==> src/rtl/cache_arbiter_if.sv <==
// Bus bundle between the L1I/L1D miss ports, the arbiter and the downstream L2.
// The arbiter attaches through the slave modport; the L1/L2 side uses master.
interface cache_arbiter_if #(
  parameter int unsigned ADDR_WIDTH = 32,
  parameter int unsigned LINE_WIDTH = 256
);
  logic                  i_pmem_read;
  logic [ADDR_WIDTH-1:0] i_pmem_address;
  logic [LINE_WIDTH-1:0] i_pmem_rdata;
  logic                  i_pmem_resp;

  logic                  d_pmem_read;
  logic                  d_pmem_write;
  logic [ADDR_WIDTH-1:0] d_pmem_address;
  logic [LINE_WIDTH-1:0] d_pmem_wdata;
  logic [LINE_WIDTH-1:0] d_pmem_rdata;
  logic                  d_pmem_resp;

  logic                  l2_read;
  logic                  l2_write;
  logic [ADDR_WIDTH-1:0] l2_address;
  logic [LINE_WIDTH-1:0] l2_wdata;
  logic [LINE_WIDTH-1:0] l2_rdata;
  logic                  l2_resp;

  modport slave (
    input  i_pmem_read, i_pmem_address,
    input  d_pmem_read, d_pmem_write, d_pmem_address, d_pmem_wdata,
    input  l2_rdata, l2_resp,
    output i_pmem_rdata, i_pmem_resp, d_pmem_rdata, d_pmem_resp,
    output l2_read, l2_write, l2_address, l2_wdata
  );

  modport master (
    output i_pmem_read, i_pmem_address,
    output d_pmem_read, d_pmem_write, d_pmem_address, d_pmem_wdata,
    output l2_rdata, l2_resp,
    input  i_pmem_rdata, i_pmem_resp, d_pmem_rdata, d_pmem_resp,
    input  l2_read, l2_write, l2_address, l2_wdata
  );
endinterface

==> src/rtl/cache_arbiter.sv <==
// Two-way round-robin arbiter sharing one L2 port between the L1I and L1D miss paths,
// with a saturating count of contended arbitration cycles.
module cache_arbiter #(
  parameter int unsigned ADDR_WIDTH = 32,
  parameter int unsigned LINE_WIDTH = 256
) (
  input  logic                 clk,
  input  logic                 rst_n,
  cache_arbiter_if.slave       bus,
  input  logic                 conflict_clear,
  output logic [31:0]          conflict_count
);

  typedef enum logic [1:0] {StIdle, StGrantI, StGrantD} state_e;

  localparam logic GntI = 1'b0;
  localparam logic GntD = 1'b1;

  state_e                state_q, state_d;
  logic                  last_grant_q, last_grant_d;
  logic [31:0]           conflict_q, conflict_d;
  logic                  i_req, d_req, contended;
  logic [ADDR_WIDTH-1:0] addr_mux;
  logic [LINE_WIDTH-1:0] wdata_mux;

  assign i_req     = bus.i_pmem_read;
  assign d_req     = bus.d_pmem_read | bus.d_pmem_write;
  assign contended = (state_q == StIdle) && i_req && d_req;

  always_comb begin
    state_d         = state_q;
    last_grant_d    = last_grant_q;
    bus.l2_read     = 1'b0;
    bus.l2_write    = 1'b0;
    bus.i_pmem_resp = 1'b0;
    bus.d_pmem_resp = 1'b0;
    addr_mux        = '0;
    wdata_mux       = '0;
    unique case (state_q)
      StIdle: begin
        // On contention the side that did not win last time goes first.
        if (i_req && (!d_req || last_grant_q == GntD)) begin
          state_d      = StGrantI;
          last_grant_d = GntI;
        end else if (d_req) begin
          state_d      = StGrantD;
          last_grant_d = GntD;
        end
      end
      StGrantI: begin
        bus.l2_read     = bus.i_pmem_read;
        addr_mux        = bus.i_pmem_address;
        bus.i_pmem_resp = bus.l2_resp;
        if (bus.l2_resp || !i_req) state_d = StIdle;
      end
      StGrantD: begin
        bus.l2_read     = bus.d_pmem_read;
        bus.l2_write    = bus.d_pmem_write;
        addr_mux        = bus.d_pmem_address;
        wdata_mux       = bus.d_pmem_wdata;
        bus.d_pmem_resp = bus.l2_resp;
        if (bus.l2_resp || !d_req) state_d = StIdle;
      end
      default: state_d = StIdle;
    endcase
  end

  assign bus.l2_address   = addr_mux;
  assign bus.l2_wdata     = wdata_mux;
  assign bus.i_pmem_rdata = bus.l2_rdata;
  assign bus.d_pmem_rdata = bus.l2_rdata;

  always_comb begin
    conflict_d = conflict_q;
    if (conflict_clear) begin
      conflict_d = '0;
    end else if (contended && conflict_q != '1) begin
      conflict_d = conflict_q + 32'd1;
    end
  end

  assign conflict_count = conflict_q;

  always_ff @(posedge clk or negedge rst_n) begin
    if (!rst_n) begin
      state_q      <= StIdle;
      last_grant_q <= GntD;
      conflict_q   <= '0;
    end else begin
      state_q      <= state_d;
      last_grant_q <= last_grant_d;
      conflict_q   <= conflict_d;
    end
  end

endmodule

==> src/flat_wrapper.sv <==
// flat-port wrapper written by rule: the top's interface ports become plain ports
module cache_arbiter_flat 
#(
  parameter int unsigned ADDR_WIDTH = 32,
  parameter int unsigned LINE_WIDTH = 256
)
  (clk, rst_n, conflict_clear, conflict_count, bus_i_pmem_read, bus_i_pmem_address, bus_d_pmem_read, bus_d_pmem_write, bus_d_pmem_address, bus_d_pmem_wdata, bus_l2_rdata, bus_l2_resp, bus_i_pmem_rdata, bus_i_pmem_resp, bus_d_pmem_rdata, bus_d_pmem_resp, bus_l2_read, bus_l2_write, bus_l2_address, bus_l2_wdata);
  cache_arbiter_if #(.ADDR_WIDTH(ADDR_WIDTH), .LINE_WIDTH(LINE_WIDTH)) bus_i ();
  input  logic clk;
  input  logic rst_n;
  input  logic conflict_clear;
  output logic [31:0] conflict_count;
  input wire logic [$bits(bus_i.i_pmem_read)-1:0] bus_i_pmem_read;
  input wire logic [$bits(bus_i.i_pmem_address)-1:0] bus_i_pmem_address;
  input wire logic [$bits(bus_i.d_pmem_read)-1:0] bus_d_pmem_read;
  input wire logic [$bits(bus_i.d_pmem_write)-1:0] bus_d_pmem_write;
  input wire logic [$bits(bus_i.d_pmem_address)-1:0] bus_d_pmem_address;
  input wire logic [$bits(bus_i.d_pmem_wdata)-1:0] bus_d_pmem_wdata;
  input wire logic [$bits(bus_i.l2_rdata)-1:0] bus_l2_rdata;
  input wire logic [$bits(bus_i.l2_resp)-1:0] bus_l2_resp;
  output wire logic [$bits(bus_i.i_pmem_rdata)-1:0] bus_i_pmem_rdata;
  output wire logic [$bits(bus_i.i_pmem_resp)-1:0] bus_i_pmem_resp;
  output wire logic [$bits(bus_i.d_pmem_rdata)-1:0] bus_d_pmem_rdata;
  output wire logic [$bits(bus_i.d_pmem_resp)-1:0] bus_d_pmem_resp;
  output wire logic [$bits(bus_i.l2_read)-1:0] bus_l2_read;
  output wire logic [$bits(bus_i.l2_write)-1:0] bus_l2_write;
  output wire logic [$bits(bus_i.l2_address)-1:0] bus_l2_address;
  output wire logic [$bits(bus_i.l2_wdata)-1:0] bus_l2_wdata;
  assign bus_i.i_pmem_read = bus_i_pmem_read;
  assign bus_i.i_pmem_address = bus_i_pmem_address;
  assign bus_i.d_pmem_read = bus_d_pmem_read;
  assign bus_i.d_pmem_write = bus_d_pmem_write;
  assign bus_i.d_pmem_address = bus_d_pmem_address;
  assign bus_i.d_pmem_wdata = bus_d_pmem_wdata;
  assign bus_i.l2_rdata = bus_l2_rdata;
  assign bus_i.l2_resp = bus_l2_resp;
  assign bus_i_pmem_rdata = bus_i.i_pmem_rdata;
  assign bus_i_pmem_resp = bus_i.i_pmem_resp;
  assign bus_d_pmem_rdata = bus_i.d_pmem_rdata;
  assign bus_d_pmem_resp = bus_i.d_pmem_resp;
  assign bus_l2_read = bus_i.l2_read;
  assign bus_l2_write = bus_i.l2_write;
  assign bus_l2_address = bus_i.l2_address;
  assign bus_l2_wdata = bus_i.l2_wdata;
  cache_arbiter #(.ADDR_WIDTH(ADDR_WIDTH), .LINE_WIDTH(LINE_WIDTH)) u_core (.clk(clk), .rst_n(rst_n), .bus(bus_i), .conflict_clear(conflict_clear), .conflict_count(conflict_count));
endmodule
==> config.mk <==
export PLATFORM = sky130hd
export DESIGN_NAME = cache_arbiter_flat
export DESIGN_NICKNAME = d
export VERILOG_FILES = /design/src/rtl/cache_arbiter_if.sv /design/src/rtl/cache_arbiter.sv /design/src/flat_wrapper.sv
export SDC_FILE = /design/constraint.sdc
export NUM_CORES = 1
export LEC_CHECK = 0
export ABC_AREA = 1
export CAP_MARGIN = 0
export CORE_AREA = 2 2 552 554
export DETAILED_ROUTE_END_ITERATION = 10
export DIE_AREA = 0 0 554 556
export PLACE_DENSITY = 0.3
export SLEW_MARGIN = 20
export SYNTH_ARGS = -nofsm -noshare
export SYNTH_HDL_FRONTEND = slang
export SYNTH_SLANG_ARGS = --single-unit
==> constraint.sdc <==
create_clock -name clk -period 2.4 [get_ports clk]
set_clock_uncertainty 0.1 [all_clocks]
set_input_delay 0.48 -clock clk [delete_from_list [all_inputs] [get_ports clk]]
set_output_delay 0.48 -clock clk [all_outputs]
set_load 0.02 [all_outputs]
---- After elaboration in Yosys (flattened, before gate mapping) ----
Index checks and enable logic that the tools add are counted.
word-level totals
  flip-flop bits (word level) ............. 35
  input bits .............................. 583
  output and inout port bits .............. 836
  word-level logic and storage cells ...... 40
operators by class
  add/sub/neg operators ................... 1
  equality and inequality tests ........... 6
  mux-type cells .......................... 15
  bitwise operators ....................... 1
  reductions and logical operators ........ 14
operator list
  cell                     number
  $mux W256                1
  $mux W32                 2
  $pmux W32 S2             1
  $add A32 B1 Y32 const B  1
  $ne A32 B32 Y1 const B   1
  $mux W2                  4
  $pmux W2 S3              1
  $mux W1                  5
  $logic_and A1 B1 Y1      4
  $ne A2 B1 Y1 const B     2
  $reduce_bool A2 Y1       2
  $logic_or A1 B1 Y1       3
  $ne A3 B2 Y1 const B     1
  $reduce_and A3 Y1        1
  $eq A2 B1 Y1 const B     1
  $eq A2 B2 Y1 const B     1
  $logic_not A1 Y1         2
  $logic_not A2 Y1         1
  $pmux W1 S2              1
  $reduce_and A2 Y1        1
  $or A1 B1 Y1             1

---- Longest topological paths before layout ----
  word-level depth ........................ 6
  gate-level depth with buffers ........... 12
  mapped depth without buffers ............ 11

---- Least setup slack after synthesis ----
No wires, ideal clock.
  kind .................................... register to output
  from .................................... register u_core.state_q[0]
  to ...................................... output bus_l2_wdata[100]
  arrival time ............................ 1.633 ns
  required time ........................... 1.820 ns
  setup slack ............................. 0.187 ns
  stages on the path, launching flop included .. 8
  path buffers ............................ 3
  path through ............................ dfrtp_1 > inv_1 > ha_1 > clkbuf_1 > clkbuf_1 > clkbuf_1 > nand2_1 > inv_1
between the ends
  cells in the longest elaborated chain, start to end .. 2
RTL lines
  item                    line                 text
  from (decl)             cache_arbiter.sv:19  state_e state_q, state_d;
  from (signal assigned)  cache_arbiter.sv:86  state_q <= StIdle;
  from (signal assigned)  cache_arbiter.sv:90  state_q <= state_d;
  $eq A2 B2 Y1            cache_arbiter.sv:39  unique case (state_q)
  $mux W256               cache_arbiter.sv:39
  to (decl)               flat_wrapper.sv:28   output wire logic [$bits(bus_i.l2_wdata)-1:0] bus_l2_wdata;
Every way passes these cells.

---- Worst setup path after layout ----
  from .................................... register u_core.state_q[1]
  to ...................................... output bus_l2_address[7]
between the ends
  cells in the longest elaborated chain, start to end .. 2
  elaborated cells on any way between the ends .. 3
  classes of those cells .................. 2 x eq/ne; 1 x mux
RTL lines
  item                                          line                 text
  $eq A2 B2 Y1 or $eq A2 B1 Y1 (tied branches)  cache_arbiter.sv:39
  $pmux W32 S2 *                                cache_arbiter.sv:39
  to (decl)                                     flat_wrapper.sv:27   output wire logic [$bits(bus_i.l2_address)-1:0] bus_l2_address;
Every way passes the cells marked *; elsewhere a longest branch is shown, timed or not.

==> run_results.csv <==
group,metric,value,unit
synth,synth_top_family_by_area,"buffers and inverters",
critical_path,cp-end-kind,"output pin",
final_layout,fin_nets,2465,
drt,drtPass1Iterations,5,
synth,netlist_area,8750,um2
floorplan,die-height,556,um
clocking,cts-root-buf,"clkbuf_16",
synth,synth_cell_types,26,
timing,maxSlewHeadroom,0.629,
critical_path,crit_top_cell,"buf_12",
timing,setup_viol,216,
global_routing,grt_pass1_wl,213,mm
final_layout,num_antenna_cells,0,
synth,syn_nets,2127,
drt,drtIter0Drc,490,
global_routing,grt_usage,0.116,
critical_path,cp_slowest_stage_delay,0.45,ns
synth,synth-seq-cells,35,
timing,finalCritPeriodShare,1.13,
critical_path,crit_arrival,2.14,ns
timing,slew_violations,0,
placed_design,pre_cts_slack,-0.778,ns
drt,post_drt_wl_per_cell,31.9,um
synth,synth_compound_area_frac,0.0320,
pwr,leakage,0.00984,uW
status,violations,"setup timing",
critical_path,crit_path_start_kind,"flop",
worst_hold_path,min_path_type,"flop to flop",
critical_path,path_class,"flop to output pin",
floorplan,pin_count,1419,
timing,hold_viol_final,0,
job,cap_violations,0,
critical_path,crit_required,1.82,ns
timing,fmax,0.368,GHz
timing,worst_pin_slew,0.556,ns
placed_design,hpwlAfterDp,173,mm
synth,yosysSeqAreaShare,0.100,
global_routing,grt_overflow,0,
synth,synth-simple-area-share,0.262,
drt,drc,0,
placed_design,io_buffers,650,
clocking,ctsHoldBuffers,0,
critical_path,path_max_fanout,10,
global_routing,antenna_found_initial,28,
drt,routed_wl,187,mm
timing,fin_tns_setup,-29.91,ns
clocking,numCtsBuffers,5,
final_layout,final_util,0.0801,
pwr,ir_drop,0.000508,V
timing,layout_setup_ws,-0.316,ns
pwr,p_per_area,1020,nW/um2
synth,yosysWarnings,0,
critical_path,crit_slowest_cell,"dfrtp_2",
critical_path,r2r_slack,0.44,ns
synth,syn_area_per_cell,5.68,um2
clocking,cts_max_level,2,
synth,syn-instance-count,1540,
floorplan,core,302000,um2
clocking,clk_path_buf_depth,2,
drt,ant_nets,0,
critical_path,path_cells,"inv_2 -> ha_4 -> buf_12 -> nand2_1 -> buf_4 -> a21oi_4 -> buf_6 -> buf_12",
clocking,clk_pin_slew_worst_paths,0.07,ns
timing,rsz0062_at_grt,"yes",
synth,synthAdderAreaFrac,0.00572,
floorplan,rows,202,
clocking,cts_tree,"done",
final_layout,drive_gt1_frac,0.541,
clocking,insertion_delay,0.30,ns
drt,num_vias,10500,
final_layout,stdcell_area,24200,um2
placed_design,finalWeightedCongestion,0.902,
drt,vias_per_cell,1.80,
placed_design,placed_cell_area,20000,um2
synth,synth_mux_area_frac,0,
clocking,clock-sinks,35,
floorplan,die-area,308000,um2
floorplan,initial_core_util,0.0290,
timing,fin_crit,2.72,ns
global_routing,first_global_vias,11200,
floorplan,die_w,554,um
synth,yosys.area_share.xor_xnor,0.00901,
status,outcome,"finished, violations left",
final_layout,area_delta_synth_final,176,%
global_routing,grt_max_degree,36,
final timing paths:
| kind | depth (start not counted) | endpoint | start |
|---|---|---|---|
| worst max-delay path | 8 | bus_l2_address[7] | u_core.state_q[1]$_DFFE_PN0P_ |
| worst min-delay path | 2 | u_core.conflict_count[1]$_DFFE_PN0P_ | u_core.conflict_count[1]$_DFFE_PN0P_ |
| worst max register to register | 8 | u_core.conflict_count[30]$_DFFE_PN0P_ | u_core.conflict_count[1]$_DFFE_PN0P_ |
| worst min register to register | 2 | u_core.conflict_count[1]$_DFFE_PN0P_ | u_core.conflict_count[1]$_DFFE_PN0P_ |
| max in group asynchronous | 2 | u_core.state_q[1]$_DFFE_PN0P_ | rst_n |
| min in group asynchronous | 2 | u_core.conflict_count[5]$_DFFE_PN0P_ | rst_n |
state kept, by name, summed over array words and instances (netlist names):
name / flops
u_core.last_grant_q: 1
u_core.conflict_count: 32
u_core.state_q: 2
cell type report:
class	instances	area [um2]
fillers	35200	278000
repair buffers	890	12100
well taps	3978	4980
multi-input cells	649	4680
inverters	297	1360
flip-flops and latches	35	878
clock buffers	5	125
clock inverters	3	23.8
synth_stat cells:
master | instances | area share
nand2_1 | 469 | 0.20
xor2_1 | 7 | 0.0070
buf_2 | 10 | 0.0057
nand2_4 | 1 | 0.0013
o21ai_1 | 5 | 0.0029
buf_4 | 512 | 0.44
a22o_1 | 1 | 0.0010
inv_1 | 296 | 0.13
nand2_2 | 5 | 0.0036
buf_6 | 2 | 0.0026
or2_2 | 1 | 0.00072
nor2_2 | 5 | 0.0036
dfstp_2 | 1 | 0.0030
buf_1 | 5 | 0.0021
ha_1 | 4 | 0.0057
o21ai_0 | 8 | 0.0046
dfrtp_1 | 34 | 0.097
nor2_1 | 57 | 0.024
o22ai_1 | 1 | 0.00072
a21oi_1 | 40 | 0.023
clkinv_4 | 1 | 0.0010
nand4_1 | 9 | 0.0064
nor2_4 | 2 | 0.0026
clkbuf_1 | 30 | 0.013
nand3_1 | 32 | 0.018
xnor2_1 | 2 | 0.0020
routing by layer:
metal,global-route usage,vias up,wire length [um]
met2,0.176,985,79800
met1,0.104,4638,57200
met5,0.00250,-,107
met4,0.0361,6,7370
met3,0.119,308,42400
li1,-,4581,-
logic make-up after synthesis:
kind of cell             after synthesis
adder cells (fa/ha/maj)                4
AND/OR/NAND/NOR                      581
AO/OA/AOI/OAI                         55
buffers and inverters                856
flip-flops                            35
XOR/XNOR                               9
what timing repair did:
| action | CTS | global route |
|---|---|---|
| pin swaps | 27 | 34 |
| gates cloned | 13 | 12 |
| endpoints found under the setup margin | 269 | 262 |
| endpoints found under the hold margin | 0 | 0 |
| buffers inserted | 41 | 38 |
| gates resized for setup | 568 | 592 |
worst max-delay path: cells and delay by family, from the launching register on:
family          cells  cell delay [ns]
fa+ha+maj           1             0.18
flops               1             0.45
buf+inv             5             0.72
compound gates      1             0.39
simple gates        1             0.06
cell usage in the layout (no fill, tap or decap), types with 33 or more instances in the layout:
cell type        Yosys  routed
inv_1              296      96
nand2_1            469     263
buf_12               0     276
nand2_8              0      39
nand2_4              1     109
nand2_2              5      64
dfrtp_1             34      33
nor2_1              57      57
buf_6                2     121
inv_2                0     121
inv_4                0      64
clkdlybuf4s50_1      0     341
buf_4              512      77
power by group:
part / internal, uW / switching [uW] / leakage [uW] / total (uW)
registers: 629 / 32.7 / 0.000482 / 662
clock network: 390 / 325 / 0.0000664 / 715
logic: 11100 / 12100 / 0.00929 / 23200
per-stage QoR:
step	hold WS (ns)	total power (uW)	std cells
final	0.445	24600	5857
after global routing	0.490	25900	5857
after CTS	0.461	22500	5831
after detailed placement	0.441	17600	5777
after global placement	0.435	17600	5772
after floorplan	0.0844	6010	1540
Note: power is estimated with default switching activity, not from simulation.
